### src/rtl/count_seq_pkg.sv
// Shared definitions for the count_seq sequencer: state encoding, width and direction codes.
// No logic, so no latency; no backpressure.
// Imported by count_step and count_seq.
package count_seq_pkg;
    localparam int CNT_W = 8;

    typedef enum logic [1:0] {
        ST_IDLE = 2'b00,
        ST_RUN  = 2'b01,
        ST_DONE = 2'b10
    } state_t;

    localparam logic DIR_UP   = 1'b1;
    localparam logic DIR_DOWN = 1'b0;
endpackage

### src/rtl/count_step.sv
// Combinational step unit: +1/-1 of the count, a wrap flag and a limit-equality flag.
// Zero latency (pure combinational); no backpressure.
// The step is a ripple adder with addend 01 (up) or FF (down).
module count_step
    import count_seq_pkg::*;
(
    input  logic [CNT_W-1:0] count,
    input  logic             dir,
    input  logic [CNT_W-1:0] limit_q,
    output logic [CNT_W-1:0] next,
    output logic             wrap,
    output logic             eq
);
    logic [CNT_W-1:0] addend;
    logic [CNT_W-1:0] carry;

    assign addend   = (dir == DIR_UP) ? {{(CNT_W-1){1'b0}}, 1'b1} : {CNT_W{1'b1}};
    assign carry[0] = 1'b0;

    for (genvar i = 0; i < CNT_W; i++) begin : g_fa
        assign next[i] = count[i] ^ addend[i] ^ carry[i];
        if (i < CNT_W - 1) begin : g_carry
            assign carry[i+1] = (count[i] & addend[i]) | (carry[i] & (count[i] ^ addend[i]));
        end
    end

    assign wrap = (dir & (&count)) | (~dir & ~(|count));
    assign eq   = ~(|(count ^ limit_q));
endmodule

### src/rtl/count_seq.sv
// Bounded up/down counter sequencer with start/busy/done handshake and tc/ovf pulses.
// All outputs registered: busy one edge after start, first step the edge after that.
// No backpressure; en gates stepping during RUN, stop aborts.
module count_seq
    import count_seq_pkg::*;
#(
    parameter int             WIDTH     = 8,
    parameter logic [WIDTH-1:0] RESET_VAL = 8'h00
) (
    input  logic             clk,
    input  logic             res,
    input  logic             start,
    input  logic             stop,
    input  logic             en,
    input  logic             up,
    input  logic             load_en,
    input  logic [WIDTH-1:0] load_val,
    input  logic [WIDTH-1:0] limit,
    output logic [WIDTH-1:0] count,
    output logic             busy,
    output logic             done,
    output logic             tc,
    output logic             ovf
);
    state_t           state_q, state_d;
    logic [WIDTH-1:0] count_q, count_d;
    logic [WIDTH-1:0] limit_q, limit_d;
    logic             dir_q, dir_d;
    logic             busy_q, done_q, tc_q, ovf_q;
    logic             tc_d, ovf_d;
    logic [WIDTH-1:0] step_next;
    logic             step_wrap, step_eq;

    count_step u_step (
        .count   (count_q),
        .dir     (dir_q),
        .limit_q (limit_q),
        .next    (step_next),
        .wrap    (step_wrap),
        .eq      (step_eq)
    );

    always_comb begin
        state_d = state_q;
        count_d = count_q;
        limit_d = limit_q;
        dir_d   = dir_q;
        tc_d    = 1'b0;
        ovf_d   = 1'b0;
        case (state_q)
            ST_IDLE, ST_DONE: begin
                if (load_en) begin
                    count_d = load_val;
                end
                if (start) begin
                    state_d = ST_RUN;
                    limit_d = limit;
                    dir_d   = up;
                end else if (load_en) begin
                    state_d = ST_IDLE;
                end
            end
            ST_RUN: begin
                // Limit is compared against the pre-step count.
                if (stop) begin
                    state_d = ST_IDLE;
                end else if (en) begin
                    if (step_eq) begin
                        state_d = ST_DONE;
                        tc_d    = 1'b1;
                    end else begin
                        count_d = step_next;
                        ovf_d   = step_wrap;
                    end
                end
            end
            default: state_d = ST_IDLE;
        endcase
    end

    always_ff @(posedge clk) begin
        if (res) begin
            state_q <= ST_IDLE;
            count_q <= RESET_VAL;
            limit_q <= '0;
            dir_q   <= DIR_UP;
            busy_q  <= 1'b0;
            done_q  <= 1'b0;
            tc_q    <= 1'b0;
            ovf_q   <= 1'b0;
        end else begin
            state_q <= state_d;
            count_q <= count_d;
            limit_q <= limit_d;
            dir_q   <= dir_d;
            busy_q  <= (state_d == ST_RUN);
            done_q  <= (state_d == ST_DONE);
            tc_q    <= tc_d;
            ovf_q   <= ovf_d;
        end
    end

    assign count = count_q;
    assign busy  = busy_q;
    assign done  = done_q;
    assign tc    = tc_q;
    assign ovf   = ovf_q;
endmodule
### config.mk
export PLATFORM = sky130hd
export DESIGN_NAME = count_seq
export DESIGN_NICKNAME = d
export VERILOG_FILES = /design/src/rtl/count_seq_pkg.sv /design/src/rtl/count_step.sv /design/src/rtl/count_seq.sv
export SDC_FILE = /design/constraint.sdc
export NUM_CORES = 1
export LEC_CHECK = 0
export BUFFER_PORTS_ARGS = -buffer_cell sky130_fd_sc_hd__buf_4
export CAP_MARGIN = 30
export CORE_MARGIN = 3
export CORE_UTILIZATION = 35
export CTS_BUF_LIST = sky130_fd_sc_hd__clkbuf_4 sky130_fd_sc_hd__clkbuf_8 sky130_fd_sc_hd__clkbuf_16
export CTS_CLUSTER_SIZE = 40
export DETAILED_ROUTE_END_ITERATION = 16
export GPL_TIMING_DRIVEN = 0
export MAX_ROUTING_LAYER = met4
export SLEW_MARGIN = 20
export SYNTH_ARGS = -nofsm -noshare
export SYNTH_HDL_FRONTEND = slang
export SYNTH_SLANG_ARGS = --single-unit
### constraint.sdc
create_clock -name clk -period 4.6 [get_ports clk]
set_input_delay 0.69 -clock clk [delete_from_list [all_inputs] [get_ports clk]]
set_output_delay 0.69 -clock clk [all_outputs]
set_load 0.01 [all_outputs]
==> out/metrics.csv <==
stage,metric,value,unit
route,drt-total-wl,2990,um
cells_and_area,design_area,1600,um^2
setup_path,start_kind,flip-flop,
synth,syn_nets,171,
route,firstDrtPassIters,4,
route,drcViolationCount,0,
cells_and_area,nFillCells,358,
sta,rsz0062_at_grt,false,
cells_and_area,final_common_cell,buf_4,
place,dpl_cell_area,1570,um^2
synth,synth_fa_ha_area_frac,0.0949,
sta,fin_crit,3.50,ns
cts,cts_tree,yes,
setup_path,crit_required,4.83,ns
setup_path,r2r_slack,1.10,ns
floorplan,die_h,66.1,um
cts,clockBufferDepth,2,
power_and_ir_drop,comb_power_share,0.269,
power_and_ir_drop,power_frac_seq,0.516,
power_and_ir_drop,p_int,0.000303,W
floorplan,die_w,66.1,um
synth,synth_top_area_frac,0.364,
power_and_ir_drop,p_sw_frac,0.324,
global_routing,grtUsageTotal,0.152,
sta,setup_viol,0,
sta,finalHoldViolations,0,
sta,tns,0,ns
floorplan,dieArea,4380,um^2
synth,synth_top_family_by_area,compound AO/OA/AOI/OAI gates,
synth,synth_cell_type_count,30,
setup_path,rr_worst_depth,14,
synth,synth_xor_area_frac,0.0623,
cts,clk_pin_slew,0.13,ns
sta,holdWs,0.476,ns
global_routing,antenna_found_initial,0,
global_routing,grt_pass1_wl,4960,um
power_and_ir_drop,pwr_density_cell,280,nW/um^2
cts,clkLatencyLatePin,0.31,ns
cells_and_area,num-nets-final,209,
cells_and_area,syn2layout_area_growth,26.3,%
place,dp_hpwl,2310,um
synth,yosysTopAreaCell,dfxtp_1,
route,drt_iter0_markers,27,
floorplan,start_util,0.371,
floorplan,io_pins,35,
synth,synth_warnings,0,
synth,synth-simple-area-share,0.206,
cts,ctsHoldBuffers,0,
worst_hold_path,holdPathStages,2,
synth,syn_inst,142,
sta,fin_skew,0.00514,ns
setup_path,crit_type,flip-flop to flip-flop,
power_and_ir_drop,p_leak,0.658,nW
floorplan,rows,21,
cts,numCtsBuffers,3,
sta,worstMarginPinSlew,0.624,ns
route,vias_per_cell,4.96,
route,avgRoutedWirePerCell,13.3,um
setup_path,crit_end,count[6]$_SDFFE_PP0P_,
synth,synth_compound_area_frac,0.207,
job,drv_cap,0,
power_and_ir_drop,peakVddDrop,0.110,mV
synth,postSynthAreaPerCell,8.92,um^2
setup_path,path_max_fanout,5,
cts,root_buffer,clkbuf_4,
sta,slew_headroom,0.584,
route,ant_nets,0,
power_and_ir_drop,p_switching,0.000145,W
route,via_count,1115,
cells_and_area,drive_above_1_share,0.274,
setup_path,end_kind,flip-flop,
global_routing,grt_start_max_net_pins,14,
setup_path,arrival,3.74,ns
worst_hold_path,hold_path_class,flip-flop to flip-flop,
synth,yosys-top-cells-area,"dfxtp_1, fa_1, a21oi_1, xor2_1, nand2_1",
cts,cts_setup_buffers,0,
setup_path,r2r-end,count[6]$_SDFFE_PP0P_,
synth,syn_area,1270,um^2
floorplan,coreArea,3420,um^2
sta,max_freq,0.286,GHz
place,io_buffers,33,
cts,clkSinkCount,23,
global_routing,grt_pass1_vias,1053,
sta,finalMaxSlewViolations,0,
synth,ys_seq_area_frac,0.364,
global_routing,grt-ovfl-total,0,
setup_path,r2r-start,count[0]$_SDFFE_PP0P_,
cts,h-tree-depth,1,
power_and_ir_drop,power.share.clock,0.215,
setup_path,cp-startpoint,count[0]$_SDFFE_PP0P_,
cells_and_area,diodes,0,
synth,synthMuxAreaShare,0.00791,
place,gp_congestion,0.768,
cells_and_area,most-common-layout-cells,"buf_4, dfxtp_1, a21oi_1, nand2_1",
sta,period_share,0.761,
status,status,"complete, no violations",
cts,post_cts_resized,0,
synth,synth_seq_cells,23,
-- power by group through the flow --
stage,clock network [W],registers [W],logic [W]
floorplan,0,0.000234,0.0000771
global placement,0,0.000236,0.000119
detailed placement,0,0.000236,0.000121
CTS,0.0000996,0.000232,0.000122
global route,0.000109,0.000234,0.000135
finish,0.0000964,0.000231,0.000120
-- routing by layer --
metal	global-route usage	part of all wire
met2	0.247	0.49
met3	0.0153	0.028
met4	0.0533	0
met5	-	0
met1	0.196	0.48
-- synth_stat cells (all sizes together) --
cell type   n
a211o       2
a211oi      4
a21o        1
a21oi      19
a221oi      3
a31oi       1
a32oi       1
and2        1
buf         1
clkbuf      7
dfxtp      23
fa          6
inv        10
mux2i       1
nand2      17
nand2b      4
nand4       2
nor2       10
nor2b       2
nor3        6
nor3b       2
nor4        4
o21ai       3
o31ai       2
or3b        1
xor2        9
-- worst min-delay path by stage --
stage	start	end	slack [ns]
6_report	limit_q[7]$_SDFFE_PP0P_	limit_q[7]$_SDFFE_PP0P_	0.48
5_1_grt	limit_q[7]$_SDFFE_PP0P_	limit_q[7]$_SDFFE_PP0P_	0.50
4_1_cts	limit_q[7]$_SDFFE_PP0P_	limit_q[7]$_SDFFE_PP0P_	0.48
3_5_place_dp	limit_q[7]$_SDFFE_PP0P_	limit_q[7]$_SDFFE_PP0P_	0.46
3_3_place_gp	limit_q[6]$_SDFFE_PP0P_	limit_q[6]$_SDFFE_PP0P_	0.46
2_1_floorplan	limit_q[4]$_SDFFE_PP0P_	limit_q[4]$_SDFFE_PP0P_	0.45
-- kinds of logic after synthesis --
logic type | Yosys count
xor gates and xnor gates | 9
and+or+nand+nor | 49
muxes | 1
DFF | 23
AOI/OAI and AO/OA | 36
adders and majority gates | 6
buffers and inverters | 18
-- flip-flops by register name (all words and copies together), names as in the netlist --
signal	count
done	1
tc	1
limit_q	8
ovf	1
count	8
dir_q	1
busy	1
state_q	2
-- metrics by stage --
step | std cells | utilization | setup slack, ns | total power, W
4_1_cts | 225 | 0.468 | 1.09 | 0.000453
2_1_floorplan | 142 | - | 1.30 | 0.000312
3_3_place_gp | 221 | 0.460 | 1.14 | 0.000354
6_report | 225 | 0.468 | 1.10 | 0.000448
5_1_grt | 225 | 0.468 | 0.898 | 0.000478
3_5_place_dp | 221 | 0.460 | 1.12 | 0.000357
-- worst max-delay path, cell delays in order (launching register included) --
cell and delay (ns):
dfxtp_1 0.45, inv_1 0.14, fa_1 0.45, fa_1 0.38, fa_1 0.37, inv_1 0.07
fa_1 0.15, inv_1 0.05, fa_1 0.38, fa_1 0.45, nor3b_1 0.19, a21oi_1 0.06
nor2_1 0.09, o21ai_0 0.10, o31ai_2 0.09
-- layout make-up --
cell class | count | area [um^2] | share of cell area
Inverter | 10 | 37.5 | 0.0235
Timing Repair Buffer | 33 | 248 | 0.155
Tap cell | 46 | 57.6 | 0.0360
Sequential cell | 23 | 460 | 0.288
Multi-Input combinational cell | 101 | 731 | 0.457
Clock inverter | 1 | 5.00 | 0.00313
Clock buffer | 3 | 22.5 | 0.0141
Buffer | 8 | 37.5 | 0.0235
(Power assumes the default switching activity.)
